**src/rtl/pucch1_occ_phase_gen.sv**
```systemverilog
// PUCCH format 1 time-domain OCC phase sequence generator (one or two hops, nSF 1..7).
// Optional element tagging ports o_hop/o_m are enabled with `define PUCCH1_OCC_TAG_EN.
module pucch1_occ_phase_gen #(
  parameter int unsigned PHASE_RES = 420,
  parameter int unsigned PHI_W     = $clog2(PHASE_RES)
) (
  input  logic             clk,
  input  logic             rst,
  input  logic             i_start,
  input  logic             i_hop_en,
  input  logic [2:0]       i_nsf0,
  input  logic [2:0]       i_occi0,
  input  logic [2:0]       i_nsf1,
  input  logic [2:0]       i_occi1,
  input  logic             i_ready,
  output logic             o_valid,
  output logic [PHI_W-1:0] o_phi,
  output logic             o_hop_last,
  output logic             o_last,
  output logic             o_busy,
`ifdef PUCCH1_OCC_TAG_EN
  output logic             o_hop,
  output logic [2:0]       o_m,
`endif
  output logic             o_err
);

  generate
    if (PHASE_RES % 420 != 0) begin : g_bad_res
      $error("PHASE_RES must be a multiple of 420");
    end
  endgenerate

  typedef enum logic [1:0] {IDLE, HOP0, HOP1} state_t;

  localparam logic [PHI_W:0]   RES_EXT = (PHI_W+1)'(PHASE_RES);
  localparam logic [PHI_W-1:0] HALF    = PHI_W'(PHASE_RES / 2);

  function automatic logic [PHI_W-1:0] step_of(input logic [2:0] nsf, input logic [2:0] occi);
    int unsigned q;
    case (nsf)
      3'd1:    q = PHASE_RES / 1;
      3'd2:    q = PHASE_RES / 2;
      3'd3:    q = PHASE_RES / 3;
      3'd4:    q = PHASE_RES / 4;
      3'd5:    q = PHASE_RES / 5;
      3'd6:    q = PHASE_RES / 6;
      3'd7:    q = PHASE_RES / 7;
      default: q = 0;
    endcase
    return PHI_W'(32'(occi) * q);
  endfunction

  function automatic logic legal(input logic [2:0] nsf, input logic [2:0] occi);
    return (nsf != 3'd0) && (occi < nsf);
  endfunction

  state_t           state, state_nx;
  logic             hop_en_q;
  logic [2:0]       nsf1_q, occi1_q, cur_nsf, cur_occi, m;
  logic [PHI_W-1:0] step, step1_q, phi, phi_nx;
  logic [PHI_W:0]   sum;
  logic [2:0]       m_inc;
  logic             err, cfg_ok, busy, hop_last, xfer;

  assign busy     = (state != IDLE);
  assign cfg_ok   = legal(i_nsf0, i_occi0) && (!i_hop_en || legal(i_nsf1, i_occi1));
  assign hop_last = busy && (m == cur_nsf - 3'd1);
  assign xfer     = busy && i_ready;
  assign m_inc    = m + 3'd1;
  assign sum      = {1'b0, phi} + {1'b0, step};

  // nSF=4 uses the Walsh rows directly: row bit k selects m bit k, h on odd parity.
  always_comb begin
    phi_nx = '0;
    if (cur_nsf == 3'd4)
      phi_nx = (^(cur_occi & m_inc)) ? HALF : '0;
    else if (sum >= RES_EXT)
      phi_nx = PHI_W'(sum - RES_EXT);
    else
      phi_nx = PHI_W'(sum);
  end

  always_ff @(posedge clk) begin
    if (rst) state <= IDLE;
    else     state <= state_nx;
  end

  always_comb begin
    state_nx = state;
    case (state)
      IDLE: if (i_start && cfg_ok) state_nx = HOP0;
      HOP0: if (xfer && hop_last) state_nx = hop_en_q ? HOP1 : IDLE;
      HOP1: if (xfer && hop_last) state_nx = IDLE;
      default: state_nx = IDLE;
    endcase
  end

  always_ff @(posedge clk) begin
    if (rst) begin
      hop_en_q <= 1'b0;
      nsf1_q   <= '0;
      occi1_q  <= '0;
      step1_q  <= '0;
      cur_nsf  <= '0;
      cur_occi <= '0;
      step     <= '0;
      m        <= '0;
      phi      <= '0;
      err      <= 1'b0;
    end else begin
      err <= 1'b0;
      if (state == IDLE) begin
        if (i_start) begin
          if (cfg_ok) begin
            hop_en_q <= i_hop_en;
            cur_nsf  <= i_nsf0;
            cur_occi <= i_occi0;
            step     <= step_of(i_nsf0, i_occi0);
            nsf1_q   <= i_nsf1;
            occi1_q  <= i_occi1;
            step1_q  <= step_of(i_nsf1, i_occi1);
            m        <= '0;
            phi      <= '0;
          end else begin
            err <= 1'b1;
          end
        end
      end else if (xfer) begin
        if (hop_last) begin
          m   <= '0;
          phi <= '0;
          if (state == HOP0 && hop_en_q) begin
            cur_nsf  <= nsf1_q;
            cur_occi <= occi1_q;
            step     <= step1_q;
          end
        end else begin
          m   <= m_inc;
          phi <= phi_nx;
        end
      end
    end
  end

  assign o_valid    = busy;
  assign o_busy     = busy;
  assign o_phi      = phi;
  assign o_hop_last = hop_last;
  assign o_last     = hop_last && ((state == HOP1) || !hop_en_q);
  assign o_err      = err;
`ifdef PUCCH1_OCC_TAG_EN
  assign o_hop      = (state == HOP1);
  assign o_m        = m;
`endif

endmodule

```
**config.mk**
```make
export PLATFORM = sky130hd
export DESIGN_NAME = pucch1_occ_phase_gen
export DESIGN_NICKNAME = d
export VERILOG_FILES = /design/src/rtl/pucch1_occ_phase_gen.sv
export SDC_FILE = /design/constraint.sdc
export NUM_CORES = 1
export LEC_CHECK = 0
export BUFFER_PORTS_ARGS = -buffer_cell sky130_fd_sc_hd__buf_2
export CAP_MARGIN = 25
export CORE_ASPECT_RATIO = 1.5
export CORE_MARGIN = 5
export CORE_UTILIZATION = 65
export DETAILED_ROUTE_END_ITERATION = 7
export PLACE_DENSITY = 0.85
export RECOVER_POWER = 50
export SLEW_MARGIN = 10
export SYNTH_ARGS = -nofsm -noshare
export SYNTH_HDL_FRONTEND = slang
export SYNTH_SLANG_ARGS = --single-unit
export TNS_END_PERCENT = 5
```
**constraint.sdc**
```tcl
create_clock -name clk -period 7.42 [get_ports clk]
set_input_delay 0.371 -clock clk [delete_from_list [all_inputs] [get_ports clk]]
set_output_delay 0.371 -clock clk [all_outputs]
set_load 0.005 [all_outputs]
```
Word-level counts from Yosys, hierarchy flattened
Index checks and enable logic that the tools add are counted.
- add/sub/neg operators: 4
- multipliers: 2
- div/mod/pow operators: 0
- magnitude comparators: 3
- eq/ne operators: 23
- shifts and indexed selects: 0
- muxes and demuxes: 47
- bitwise logic cells: 3
- reductions and logical operators: 26
- operator list (kind ; number):
    2-to-1 mux 32 bit ; 8
    one-hot mux 9 bit (7 select lines) ; 2
    2-to-1 mux 9 bit ; 13
    multiplier 3 x 32 -> 9 bit ; 2
    2-to-1 mux 3 bit ; 17
    equality test 3 bit, second input constant ; 9
    equality test 3 x 2 -> 1 bit, second input constant ; 4
    adder 9 x 9 -> 10 bit ; 1
    >= comparator 10 x 9 -> 1 bit, second input constant ; 1
    != test 2 bit, second input constant ; 5
    logical AND 1 bit ; 9
    AND reduction 3 bit ; 3
    subtractor 9 bit, second input constant ; 1
    2-to-1 mux 2 bit ; 4
    2-to-1 mux 8 bit ; 1
    nonzero test 2 bit ; 4
    equality test 3 x 1 -> 1 bit, second input constant ; 2
    < comparator 3 bit ; 2
    one-hot mux 2 bit (3 select lines) ; 1
    nonzero test 3 bit ; 2
    AND reduction 5 bit ; 1
    adder 3 x 1 -> 3 bit, second input constant ; 1
    AND 3 bit ; 1
    equality test 3 bit ; 1
    other kinds (10) ; 13
- register bits: 46
- bits in latches: 0
- RAM bits: 0
- ROM bits: 0
- output and inout bits: 14
- logic and storage cells: 119
- memories kept: 0

Longest topological paths before layout
- depth after elaboration: 12
- depth in mapped cells: 16
- gate-level depth less buffers: 16

Worst setup path after synthesis
No wires, ideal clock.
- kind: input-to-reg
- from: input i_nsf0[0]
- to: register step[8]
- arrival time: 3.163 ns
- path slack: 4.168 ns
- stages: 14
- path buffers: 1
- cell sequence: buf_2 > nor2_1 > nand3_1 > fa_1 > inv_1 > ha_1 > fa_1 > a21o_1 > a21oi_1 > o21bai_1 > a21oi_1 > xnor2_1 > nand2_1 > a311oi_2
- word-level cells in the longest chain between the ends: 10
- elaborated cells on any way between the ends: 22
- those cells by class: mul: 1; order compare: 1; eq/ne: 8; mux: 8; reduce/logical: 4
- RTL lines (item ; RTL line ; text):
    start, declared ; 11 ; input logic [2:0] i_nsf0,
    equality test 3 bit, or another cell as far along ; 41 ; case (nsf)
    one-hot mux 9 bit (7 select lines) ; 41 ;
    2-to-1 mux 32 bit ; 115 ; if (cfg_ok) begin
    2-to-1 mux 32 bit ; 114 ; if (i_start) begin
    2-to-1 mux 32 bit ; 113 ; if (state == IDLE) begin
    2-to-1 mux 32 bit ; 100 ; if (rst) begin
    multiplier 3 x 32 -> 9 bit ; 51 ; return PHI_W'(32'(occi) * q);
    2-to-1 mux 9 bit ; 115 ;
    2-to-1 mux 9 bit ; 114 ;
    2-to-1 mux 9 bit ; 113 ;
    end signal, assigned ; 119 ; step <= step_of(i_nsf0, i_occi0);
    end signal, assigned ; 136 ; step <= step1_q;
    end, declared ; 61 ; logic [PHI_W-1:0] step, step1_q, phi, phi_nx;
Several ways; a longest one is shown, not always the timed one. The select of a mux whose other input is x is not followed.
A chain may end at the register's enable or synchronous reset.

Final worst setup path
- from: input i_nsf0[2]
- to: register step1_q[5]
- word-level cells in the longest chain between the ends: 4
- elaborated cells on any way between the ends: 5
- those cells by class: order compare: 1; reduce/logical: 4
- RTL lines (item ; RTL line ; text):
    < comparator 3 bit or nonzero test 3 bit (tied branches) ; 55 ; return (nsf != 3'd0) && (occi < nsf);
    logical AND 1 bit (*) ; 55 ;
    logical AND 1 bit (*) ; 67 ; assign cfg_ok = legal(i_nsf0, i_occi0) && (!i_hop_en || legal(i_nsf1, i_occi1));
    AND reduction 3 bit (no source line) (*) ; n/a ;
    end signal, assigned ; 122 ; step1_q <= step_of(i_nsf1, i_occi1);
    end, declared ; 61 ;
Every way passes the cells marked *; elsewhere a longest branch is shown, timed or not.

==> impl_metrics.csv <==
group,metric,value,unit
outcome,outcome,"complete, no violations",
pwr,combPwrFrac,0.335,
pwr,irDropWorstVdd,0.0742,mV
timing,max_freq,288,MHz
synth,synthMuxAreaShare,0.0474,
timing,final_max_slew_viol_count,0,
drt,wire_per_inst,15.7,um
timing,setup-violations-final,0,
grt,grt_usage,0.240,
synth,synth-simple-area-share,0.203,
pwr,power.density,164,nW/um2
synth,synth_nets,556,
floorplanning,rows,35,
clocking,clock_latency,0.31,ns
setup_path,startpoint,"i_nsf0[2]",
timing,whs,0.320,ns
clocking,ctsResizeCount,0,
pwr,p_sw,0.240,mW
synth,synth.yosys.warnings,0,
placement,io_buffers,30,
clocking,clkSlewWorstSetupHoldPaths,0.09,ns
setup_path,cp-endpoint,"step1_q[5]$_SDFFE_PP0P_",
timing,fin_ws,3.95,ns
pwr,seq_power_share,0.393,
drt,drtIter0Drc,155,
timing,clock_skew,0.0170,ns
clocking,cts_root_buffer,"clkbuf_8",
clocking,cts_tree,"done",
synth,synth_top_family_by_area,"compound AO/OA/AOI/OAI gates",
grt,grt_max_degree,43,
drt,dr.pass1.iters,4,
pwr,p_int,0.459,mW
synth,syn_area,4040,um2
grt,antenna_found_initial,0,
grt,grt_pass1_wl,15200,um
setup_path,worstPathRequired,7.57,ns
floorplanning,die_area,7920,um2
placement,pre_cts_slack,3.96,ns
timing,setup_tns,0,ns
pwr,p_sw_frac,0.343,
synth,synth_area_per_cell,8.21,um2
synth,synth_area_leaders,"dfxtp_1 23%, ha_1 9.9%, fa_1 7.4%, nand2_1 6.2%, mux2i_1 4.5%",
synth,synth_cells,492,
drt,antenna_left,0,
setup_path,crit_type,"in2reg",
timing,rsz0062_at_grt,"false",
grt,grt_pass1_vias,3360,
placement,gp_congestion,0.925,
drt,route.detailed.drc,0,
clocking,hold_buffers,0,
drt,avgViaCountPerCell,5.97,
finish,ff_latch_area,921,um2
timing,period_share,0.468,
finish,antenna_cells,0,
drt,wl,9100,um
timing,hold_violations,0,
synth,ys_async_sr_fraction,0,
run,drv_cap,0,
finish,final_nets,568,
setup_path,r2r_start,"o_phi[0]$_SDFFE_PP0P_",
synth,synth_top_area_cell,"dfxtp_1",
placement,hpwl,7070,um
clocking,cts_buffers,5,
finish,area_growth,5.27,%
floorplanning,start_util,0.664,
clocking,cts.sinks,46,
drt,vias,3458,
synth,synthXorXnorAreaFrac,0.0520,
setup_path,worst_ep_arrival_time,3.62,ns
pwr,p_leak,1.94,nW
floorplanning,core_area,6090,um2
setup_path,end_kind,"flip-flop",
synth,synth_edf_count,0,
setup_path,cp_max_fo,20,
floorplanning,ios,31,
synth,ys_types,54,
setup_path,r2r_slack,4.38,ns
grt,grt-ovfl-total,0,
synth,synth_fa_ha_area_frac,0.173,
floorplanning,die_h,107,um
finish,num-fill-cells,480,
timing,maxSlewHeadroom,0.148,
synth,synth_compound_area_frac,0.228,
setup_path,r2r_cells,9,
finish,drive_gt1_frac,0.115,
setup_path,regToRegEndpoint,"o_phi[5]$_SDFFE_PP0P_",
synth,ys_seq_elements,46,
floorplanning,die_w,74.4,um
clocking,htree_levels,2,
clocking,post_cts_buffers,0,
clocking,clockBufferDepth,2,
finish,multi_input_area,2840,um2
timing,period_needed,3.47,ns
synth,synthTopCellsByCount,"67 x nand2_1, 47 x nor2_1, 46 x dfxtp_1",
synth,synth-seq-area-share,0.228,
setup_path,crit_path_start_kind,"input port",
synth,ys.flop_type,"dfxtp_1",
synth,synth.most_common_cell,"nand2_1",
pwr,clockPowerShare,0.272,
worst_hold_path,hp-class,"in2reg",
synth,yosys.area.top_type_share,0.228,
timing,worst_pin_slew,1.28,ns
worst_hold_path,hold-path-cell-count,3,
==> logic make-up (layout without fill, tap and decap cells) <==
kind of cell,Yosys count,count (layout)
AO/OA/AOI/OAI,118,118
XOR/XNOR,24,24
adder cells (fa/ha/maj),47,47
buffers and inverters,63,76
flip-flops,46,46
multiplexers,19,19
AND/OR/NAND/NOR,175,175
==> per-layer routing <==
metal	wire length (um)	track usage
met3	296	0.0265
met5	0	0
met2	4970	0.445
met4	247	0.0980
met1	3590	0.267
==> sequential cells by signal (all words and copies together) (netlist names), 2 cells and up <==
name / flops
cur_nsf: 3
step: 9
occi1_q: 3
step1_q: 9
cur_occi: 3
m: 3
nsf1_q: 3
state: 2
o_phi: 9
==> final cells by class <==
| cell class | instances | area share |
|---|---|---|
| Multi-Input combinational cell | 383 | 0.669 |
| Sequential cell | 46 | 0.217 |
| Clock buffer | 6 | 0.0171 |
| Inverter | 36 | 0.0318 |
| Tap cell | 74 | 0.0218 |
| Timing Repair Buffer | 32 | 0.0353 |
| Clock inverter | 2 | 0.00883 |
==> stage by stage <==
| stage | utilization | instance area, um2 | power [mW] | cells |
|---|---|---|---|---|
| 2_1_floorplan | - | 4040 | 0.464 | 492 |
| 5_1_grt | 0.698 | 4250 | 0.739 | 579 |
| 3_3_place_gp | 0.685 | 4170 | 0.504 | 571 |
| 3_5_place_dp | 0.685 | 4170 | 0.514 | 571 |
| 6_report | 0.698 | 4250 | 0.698 | 579 |
| 4_1_cts | 0.703 | 4280 | 0.702 | 579 |
==> power by group through the flow <==
stage	clock (mW)	combinational [mW]	sequential (mW)
final	0.190	0.234	0.274
after global routing	0.201	0.262	0.276
after CTS	0.191	0.236	0.274
after detailed placement	0	0.234	0.280
after global placement	0	0.225	0.279
after floorplan	0	0.188	0.276
==> placed cells by master (no fill, tap or decap), types with 3 or more instances in the layout <==
cell      synthesis  final
a211o_1           4      4
a211oi_1          6      7
a211oi_2          5      4
a21boi_0          3      3
a21o_1           16     16
a21oi_1          24     24
a22o_1            5      5
a22oi_1           3      3
a311oi_2         11     11
and2_1            8      8
and3_1            5      5
buf_2             6     21
clkbuf_1         15     11
clkbuf_8          0      5
dfxtp_1          46     46
fa_1             15     15
ha_1             32     32
inv_1            36     36
mux2i_1          18     18
nand2_1          67     67
nand2b_1          6      6
nand3_1           5      5
nand3b_1          5      5
nor2_1           47     47
nor2_2            9      9
nor2b_1           5      5
nor3_1            7      7
nor3b_1           4      4
o211ai_1          3      3
o21a_1            5      5
o21ai_0          14     14
o21bai_1          4      4
xnor2_1          18     18
xor2_1            6      6
==> worst max-delay path, cell delays in order <==
cell and delay [ns]:
clkbuf_1 0.42, inv_1 0.19, ha_1 0.33, a221o_1 0.40
a211oi_1 0.52, clkbuf_1 0.99, mux2i_1 0.32, nor2_1 0.06
==> worst min path at each step <==
stage	start	to	slack (ns)
after floorplan	step1_q[0]$_SDFFE_PP0P_	step1_q[0]$_SDFFE_PP0P_	0.45
after global placement	step1_q[0]$_SDFFE_PP0P_	step1_q[0]$_SDFFE_PP0P_	0.46
after detailed placement	step1_q[0]$_SDFFE_PP0P_	step1_q[0]$_SDFFE_PP0P_	0.47
after CTS	i_hop_en	hop_en_q$_SDFFE_PP0P_	0.38
after global routing	i_start	o_err$_SDFF_PP0_	0.33
final	i_start	o_err$_SDFF_PP0_	0.32
No activity file was read; power rests on OpenSTA's default activity.
